[src/rtl/pipe_ctrl_pkg.sv]
// pipe_ctrl_pkg
//   Shared definitions for the pipelined control unit: field widths, opcode
//   values, ALUOp encodings and the per-stage control bundles.
//   ctrl_bundle_t is what the decoder produces. ex_ctrl_t is the part that
//   travels through ID/EX. mem_ctrl_t and wb_ctrl_t are the shrinking subsets
//   carried by EX/MEM and MEM/WB.
package pipe_ctrl_pkg;

    localparam int OPCODE_W = 6;
    localparam int REG_W    = 5;
    localparam int ALUOP_W  = 2;

    localparam logic [OPCODE_W-1:0] OP_RTYPE  = 6'd0;
    localparam logic [OPCODE_W-1:0] OP_J      = 6'd2;
    localparam logic [OPCODE_W-1:0] OP_BEQ    = 6'd4;
    localparam logic [OPCODE_W-1:0] OP_IMM    = 6'b000111;
    localparam logic [OPCODE_W-1:0] OP_LW     = 6'd35;
    localparam logic [OPCODE_W-1:0] OP_SW     = 6'd43;

    localparam logic [ALUOP_W-1:0] ALUOP_ADD   = 2'b00;
    localparam logic [ALUOP_W-1:0] ALUOP_SUB   = 2'b01;
    localparam logic [ALUOP_W-1:0] ALUOP_RTYPE = 2'b10;
    localparam logic [ALUOP_W-1:0] ALUOP_IMM   = 2'b11;

    typedef struct packed {
        logic               regdst;
        logic               alusrc;
        logic               branch;
        logic [ALUOP_W-1:0] aluop;
        logic               memread;
        logic               memwrite;
        logic               regwrite;
        logic               memtoreg;
    } ex_ctrl_t;

    // The jump bit is consumed in ID only, so it sits outside ex_ctrl_t.
    typedef struct packed {
        logic     jump;
        ex_ctrl_t ex;
    } ctrl_bundle_t;

    typedef struct packed {
        logic memread;
        logic memwrite;
        logic regwrite;
        logic memtoreg;
    } mem_ctrl_t;

    typedef struct packed {
        logic regwrite;
        logic memtoreg;
    } wb_ctrl_t;

    function automatic mem_ctrl_t to_mem(input ex_ctrl_t c);
        mem_ctrl_t m;
        m.memread  = c.memread;
        m.memwrite = c.memwrite;
        m.regwrite = c.regwrite;
        m.memtoreg = c.memtoreg;
        return m;
    endfunction

endpackage

[src/rtl/pipe_ctrl_unit_decode.sv]
// ctrl_decode
//   Purely combinational opcode decoder.
//   Ports:
//     valid   in  1         instruction in IF/ID is real (0 decodes as NOP)
//     opcode  in  OPCODE_W  ID-stage opcode
//     ctrl    out bundle    decoded control bundle (all zeros for NOP/unknown)
module ctrl_decode
    import pipe_ctrl_pkg::*;
#(
    parameter logic [OPCODE_W-1:0] IMM_OP = OP_IMM
) (
    input  logic                valid,
    input  logic [OPCODE_W-1:0] opcode,
    output ctrl_bundle_t        ctrl
);

    always_comb begin
        ctrl = '0;
        if (valid) begin
            case (opcode)
                OP_RTYPE: begin
                    ctrl.ex.regdst   = 1'b1;
                    ctrl.ex.regwrite = 1'b1;
                    ctrl.ex.aluop    = ALUOP_RTYPE;
                end
                OP_LW: begin
                    ctrl.ex.regwrite = 1'b1;
                    ctrl.ex.memread  = 1'b1;
                    ctrl.ex.memtoreg = 1'b1;
                    ctrl.ex.alusrc   = 1'b1;
                    ctrl.ex.aluop    = ALUOP_ADD;
                end
                OP_SW: begin
                    ctrl.ex.memwrite = 1'b1;
                    ctrl.ex.alusrc   = 1'b1;
                    ctrl.ex.aluop    = ALUOP_ADD;
                end
                OP_BEQ: begin
                    ctrl.ex.branch   = 1'b1;
                    ctrl.ex.aluop    = ALUOP_SUB;
                end
                OP_J: begin
                    ctrl.jump        = 1'b1;
                end
                IMM_OP: begin
                    ctrl.ex.aluop    = ALUOP_IMM;
                    ctrl.ex.alusrc   = 1'b1;
                    ctrl.ex.regwrite = 1'b1;
                end
                default: ctrl = '0;
            endcase
        end
    end

endmodule

[src/rtl/pipe_ctrl_unit.sv]
// pipe_ctrl_unit
//   Pipelined control: decodes the ID opcode, carries controls through
//   ID/EX, EX/MEM and MEM/WB, inserts load-use stalls and handles
//   jump / taken-branch flushes.
//   Ports:
//     clk, rst_n                 clock, async active-low reset
//     id_valid_i, id_opcode_i    ID instruction valid and opcode
//     id_rs_i, id_rt_i, id_rd_i  ID register specifiers
//     ex_br_taken_i              branch in EX resolved taken
//     stall_o                    hold PC and IF/ID
//     flush_ifid_o               clear IF/ID at next edge
//     id_jump_o                  jump taken from ID
//     ex_*                       ID/EX controls and EX destination register
//     mem_read_o, mem_write_o    EX/MEM controls
//     wb_regwrite_o, wb_memtoreg_o  MEM/WB controls
//   Priority in one cycle: taken-branch flush > load-use stall > jump.
module pipe_ctrl_unit
    import pipe_ctrl_pkg::*;
#(
    parameter int                  OPCODE_W_P = OPCODE_W,
    parameter int                  REG_W_P    = REG_W,
    parameter int                  ALUOP_W_P  = ALUOP_W,
    parameter logic [OPCODE_W-1:0] IMM_OP     = OP_IMM,
    parameter bit                  HAZ_EN     = 1'b1
) (
    input  logic                  clk,
    input  logic                  rst_n,
    input  logic                  id_valid_i,
    input  logic [OPCODE_W_P-1:0] id_opcode_i,
    input  logic [REG_W_P-1:0]    id_rs_i,
    input  logic [REG_W_P-1:0]    id_rt_i,
    input  logic [REG_W_P-1:0]    id_rd_i,
    input  logic                  ex_br_taken_i,
    output logic                  stall_o,
    output logic                  flush_ifid_o,
    output logic                  id_jump_o,
    output logic                  ex_regdst_o,
    output logic                  ex_alusrc_o,
    output logic                  ex_branch_o,
    output logic [ALUOP_W_P-1:0]  ex_aluop_o,
    output logic [REG_W_P-1:0]    ex_dst_o,
    output logic                  mem_read_o,
    output logic                  mem_write_o,
    output logic                  wb_regwrite_o,
    output logic                  wb_memtoreg_o
);

    ctrl_bundle_t             id_ctrl;
    ex_ctrl_t                 idex_q;
    logic [REG_W_P-1:0]       idex_dst_q;
    logic [REG_W_P-1:0]       id_dst;
    mem_ctrl_t                exmem_q;
    wb_ctrl_t                 memwb_q;
    logic                     br_flush;
    logic                     load_use;
    logic                     idex_zero;

    ctrl_decode #(.IMM_OP(IMM_OP)) u_decode (
        .valid  (id_valid_i),
        .opcode (id_opcode_i),
        .ctrl   (id_ctrl)
    );

    assign id_dst   = id_ctrl.ex.regdst ? id_rd_i : id_rt_i;
    assign br_flush = idex_q.branch & ex_br_taken_i;

    // rt is compared for every opcode; a spurious stall costs one cycle only.
    assign load_use = HAZ_EN & idex_q.memread & (idex_dst_q != '0)
                    & ((idex_dst_q == id_rs_i) | (idex_dst_q == id_rt_i))
                    & ~br_flush;

    // rst_n gate keeps the combinational jump output quiet during reset.
    assign id_jump_o    = rst_n & id_ctrl.jump & ~load_use & ~br_flush;
    assign stall_o      = load_use;
    assign flush_ifid_o = br_flush | id_jump_o;

    // A jump never reaches EX with live controls; neither does a stalled or
    // flushed instruction.
    assign idex_zero = br_flush | load_use | id_ctrl.jump;

    always_ff @(posedge clk or negedge rst_n) begin
        if (!rst_n) begin
            idex_q     <= '0;
            idex_dst_q <= '0;
            exmem_q    <= '0;
            memwb_q    <= '0;
        end else begin
            if (idex_zero) begin
                idex_q     <= '0;
                idex_dst_q <= '0;
            end else begin
                idex_q     <= id_ctrl.ex;
                idex_dst_q <= id_dst;
            end
            exmem_q          <= to_mem(idex_q);
            memwb_q.regwrite <= exmem_q.regwrite;
            memwb_q.memtoreg <= exmem_q.memtoreg;
        end
    end

    assign ex_regdst_o   = idex_q.regdst;
    assign ex_alusrc_o   = idex_q.alusrc;
    assign ex_branch_o   = idex_q.branch;
    assign ex_aluop_o    = idex_q.aluop;
    assign ex_dst_o      = idex_dst_q;
    assign mem_read_o    = exmem_q.memread;
    assign mem_write_o   = exmem_q.memwrite;
    assign wb_regwrite_o = memwb_q.regwrite;
    assign wb_memtoreg_o = memwb_q.memtoreg;

endmodule

[config.mk]
export PLATFORM = sky130hd
export DESIGN_NAME = pipe_ctrl_unit
export DESIGN_NICKNAME = d
export VERILOG_FILES = /design/src/rtl/pipe_ctrl_pkg.sv /design/src/rtl/pipe_ctrl_unit_decode.sv /design/src/rtl/pipe_ctrl_unit.sv
export SDC_FILE = /design/constraint.sdc
export NUM_CORES = 1
export LEC_CHECK = 0
export ABC_AREA = 1
export CAP_MARGIN = 20
export CORE_AREA = 2 2 52 54
export CTS_BUF_LIST = sky130_fd_sc_hd__clkbuf_16
export DETAILED_ROUTE_END_ITERATION = 7
export DIE_AREA = 0 0 54 56
export PLACE_DENSITY = 0.8
export SLEW_MARGIN = 40
export SYNTH_ARGS = -nofsm -noshare
export SYNTH_HDL_FRONTEND = slang
export SYNTH_HIERARCHICAL = 1
export SYNTH_SLANG_ARGS = --single-unit
export TNS_END_PERCENT = 1
[constraint.sdc]
create_clock -name clk -period 2.55 [get_ports clk]
set_clock_uncertainty 0.05 [all_clocks]
set_input_delay 0.51 -clock clk [delete_from_list [all_inputs] [get_ports clk]]
set_output_delay 0.51 -clock clk [all_outputs]
set_load 0.02 [all_outputs]
==> key figures <==
Status
  – Status: complete, no violations

Finish
  – Layout cells sized above 1: 0.123
  – Post-Layout Cell Count: 234
  – N_diodes: 0
  – Final instance area: 0.00167 mm^2
  – Area Growth Syn to Fin: 55.3%
  – Final #Nets: 230

Setup path
  – Crit-path cells: clkdlybuf4s50_1, inv_1, nand2_1, nand2_1, nor2_1, nand3_1, nand2_2, nand3_2, nand2_1, nand2_1, clkbuf_2
  – End point of the critical path: flush_ifid_o
  – R2r worst-path depth: 10
  – CP max-delay cell: clkdlybuf4s50_1
  – CP Buf/Inv Count: 3
  – Critical path type: primary input to output pin
  – Arrival time at the worst endpoint: 1.85 ns
  – CP max stage delay: 0.49 ns
  – Worst path required time: 1.99 ns
  – FF-to-FF Start: ex_dst_o[3]$_DFF_PN0_
  – Crit end category: output pin
  – Max FO, Critical Path: 2
  – Reg-to-Reg End: ex_dst_o[0]$_DFF_PN0_
  – Reg2reg setup slack: 0.96 ns
  – Setup crit start: id_rs_i[3]
  – Cell family contributing the most delay on the critical path: buffers and inverters
  – Most used cell, CP: nand2_1
  – CP startpoint kind: primary input
  – Critical Path Stages: 11

Global route
  – Initial antenna violation count: 0
  – First-pass GRT wire length: 4220 um
  – Largest net degree at the start of global routing: 21
  – Vias in the first global route: 1,125
  – Gr usage total: 0.183
  – Gr ovfl total: 0

Synth
  – Synthesized area: 0.00107 mm^2
  – Syn Nets: 178
  – Mux cell area share after synthesis: 0.0187
  – Simple-gate share of the synthesized area: 0.307
  – Post-synthesis sequential area ratio: 0.467
  – Number of distinct library cells after synthesis: 17
  – Synth Area in Compound Gates: 0.0233
  – Adder-cell share of the synthesized area: 0
  – Post-Synth XOR/XNOR Area: 0.0163
  – Mapped Cells: 153
  – Syn Area/Cell: 7.01 um^2
  – Main combinational cell family by area after synthesis: simple AND/OR/NAND/NOR gates
  – Ys Warns: 6
  – Post-synthesis register bit count: 20

STA
  – Period utilization: 0.945
  – Worst slew margin: 0.775
  – Setup violations, final: 0
  – RSZ-0062 raised after global routing: no
  – Max Fclk: 415 MHz
  – Least-Margin Pin Slew: 0.336 ns
  – Slew Limit Fails: 0
  – Final min period: 2.41 ns
  – Final hold vios: 0

Floorplanning
  – Die area: 0.00302 mm^2
  – Die X-Extent: 54 um
  – Core area: 0.00243 mm^2
  – Die Ht: 56 um
  – Initial Util: 0.441
  – I/O pins: 42
  – Num rows: 18

Drt
  – Vias per inst: 4.54
  – ANT nets after route: 0
  – Drt wl/cell: 10.6 um
  – DRC violation count after routing: 0
  – Via count: 1,062
  – Drt first pass iters: 4
  – Total Wirelength: 2480 um
  – Initial detailed-routing violation count: 22

Clock tree
  – Clock sinks: 20
  – Buffers from clock root to sink, at most: 2
  – TritonCTS clock tree: built
  – Clk_lat worst skew: 0.24 ns
  – H-tree levels: 1
  – CTS Buf Count: 3
  – CTS root buffer: clkbuf_16
  – CTS clk-pin slew, worst paths: 0.05 ns
  – Post-CTS Hold Fix Bufs: 0

Power
  – Peak VDD IR: 0.000341 V
  – Sw Ratio: 0.193
  – Net switching power: 0.168 mW
  – PD cells: 524 mW/mm^2
  – Gate power share: 0.145
  – Lkg Pwr: 0.934 nW
  – Pint: 0.704 mW
  – Clock share of power: 0.476
  – Sequential share of power: 0.379

Hold path
  – Hold Crit Class: flop to flop

Placed design
  – Placed instance count: 230
  – GP Congestion: 0.782
  – IO buf count: 41
  – Placed inst area: 0.00157 mm^2
  – Hpwl dp: 1930 um

Run
  – Total of max-cap violations: 0
## power by group through the flow
stage / sequential [mW] / combinational [mW] / clock (mW)
after floorplan: 0.342 / 0.0404 / 0
after global placement: 0.336 / 0.120 / 0
after detailed placement: 0.336 / 0.124 / 0
after CTS: 0.330 / 0.125 / 0.425
after global routing: 0.331 / 0.139 / 0.440
final: 0.331 / 0.126 / 0.416
## worst min path at each step
| stage | start | slack (ns) | cells past startpoint | to |
|---|---|---|---|---|
| 4_1_cts | exmem_q[1]$_DFF_PN0_ | 0.30 | 0 | wb_regwrite_o$_DFF_PN0_ |
| 5_1_grt | idex_q[0]$_DFF_PN0_ | 0.31 | 0 | exmem_q[0]$_DFF_PN0_ |
| 6_report | exmem_q[1]$_DFF_PN0_ | 0.30 | 0 | wb_regwrite_o$_DFF_PN0_ |
| 3_5_place_dp | idex_q[0]$_DFF_PN0_ | 0.28 | 0 | exmem_q[0]$_DFF_PN0_ |
| 3_3_place_gp | exmem_q[1]$_DFF_PN0_ | 0.28 | 0 | wb_regwrite_o$_DFF_PN0_ |
| 2_1_floorplan | rst_n | 0.16 | 0 | ex_aluop_o[0]$_DFF_PN0_ |
## layer usage
| metal | wire (um) | track usage | vias to the layer above | share of wire |
|---|---|---|---|---|
| li1 | - | - | 541 | - |
| met2 | 1270 | 0.350 | 43 | 0.51 |
| met3 | 218 | 0.0269 | 4 | 0.088 |
| met1 | 980 | 0.192 | 474 | 0.39 |
| met4 | 19 | 0.0607 | 0 | 0.0076 |
| met5 | 0 | 0 | - | 0 |
## final cells by class
| type | count | area, um^2 |
|---|---|---|
| well taps | 30 | 37.5 |
| fillers | 217 | 767 |
| flip-flops and latches | 20 | 500 |
| multi-input cells | 90 | 402 |
| repair buffers | 52 | 478 |
| clock inverters | 1 | 30.0 |
| inverters | 38 | 143 |
| clock buffers | 3 | 75.1 |
## sequential cells by signal, summed over array words and instances (netlist names)
| register | count |
|---|---|
| mem_read_o | 1 |
| wb_memtoreg_o | 1 |
| ex_aluop_o | 2 |
| wb_regwrite_o | 1 |
| mem_write_o | 1 |
| ex_regdst_o | 1 |
| ex_branch_o | 1 |
| ex_dst_o | 5 |
| idex_q | 4 |
| ex_alusrc_o | 1 |
| exmem_q | 2 |
## cell usage after synthesis (all sizes together)
cell	instances	area, um^2
nand4	1	6.26
nand3	9	50.1
xnor2	2	17.5
o21ai	2	10.0
dfrtp	20	500
nand2	39	151
nor2	31	116
nor3	1	5.00
a21oi	3	15.0
mux2i	2	20.0
inv	38	143
buf	5	37.5
## logic make-up (layout without fill, tap and decap cells)
kind of cell              count (synthesis)  in the layout
AOI/OAI and AO/OA                         5              5
xor gates and xnor gates                  2              2
buffers and inverters                    43             94
DFF                                      20             20
muxes                                     2              2
and+or+nand+nor                          81             81
## layout by cell type (no fill, tap or decap)
cell type        netlist  routed
a21oi_1                3       3
buf_4                  3      11
bufinv_16              0       1
clkbuf_16              0       3
clkbuf_2               0       3
clkdlybuf4s50_1        0      38
dfrtp_1               20      20
inv_1                 37      37
inv_2                  1       1
mux2i_1                2       2
nand2_1               37      36
nand2_2                2       3
nand3_1                8       7
nand3_2                1       2
nand4_1                1       1
nor2_1                31      30
nor2_2                 0       1
nor3_1                 1       1
o21ai_0                2       2
xnor2_1                2       2
## stage by stage
stage	TNS [ns]	setup slack, ns	util	total power [mW]	hold WS [ns]
final	0	0.139	0.685	0.872	0.296
after global routing	0	0.0169	0.685	0.911	0.309
after CTS	0	0.0111	0.686	0.881	0.297
after detailed placement	-0.807	-0.289	0.644	0.460	0.285
after global placement	-0.641	-0.229	0.644	0.456	0.284
after floorplan	0	0.728	-	0.383	0.164
## repair_timing
action / 4_1_cts / 5_1_grt
endpoints found under the setup margin: 3 / 3
gates cloned: 0 / 0
setup buffers: 0 / 0
resized for setup: 5 / 7
## worst register-to-register path, stage by stage, from the launching register on
cell and delay, ns:
dfrtp_1 0.40, inv_1 0.09, nand2_1 0.06, nand2_1 0.07, nor2_1 0.12, nand3_1 0.10
nand2_2 0.11, nand2_2 0.06, buf_4 0.13, nand2_2 0.21, nor2_1 0.08
Note: power is estimated with default switching activity, not from simulation.
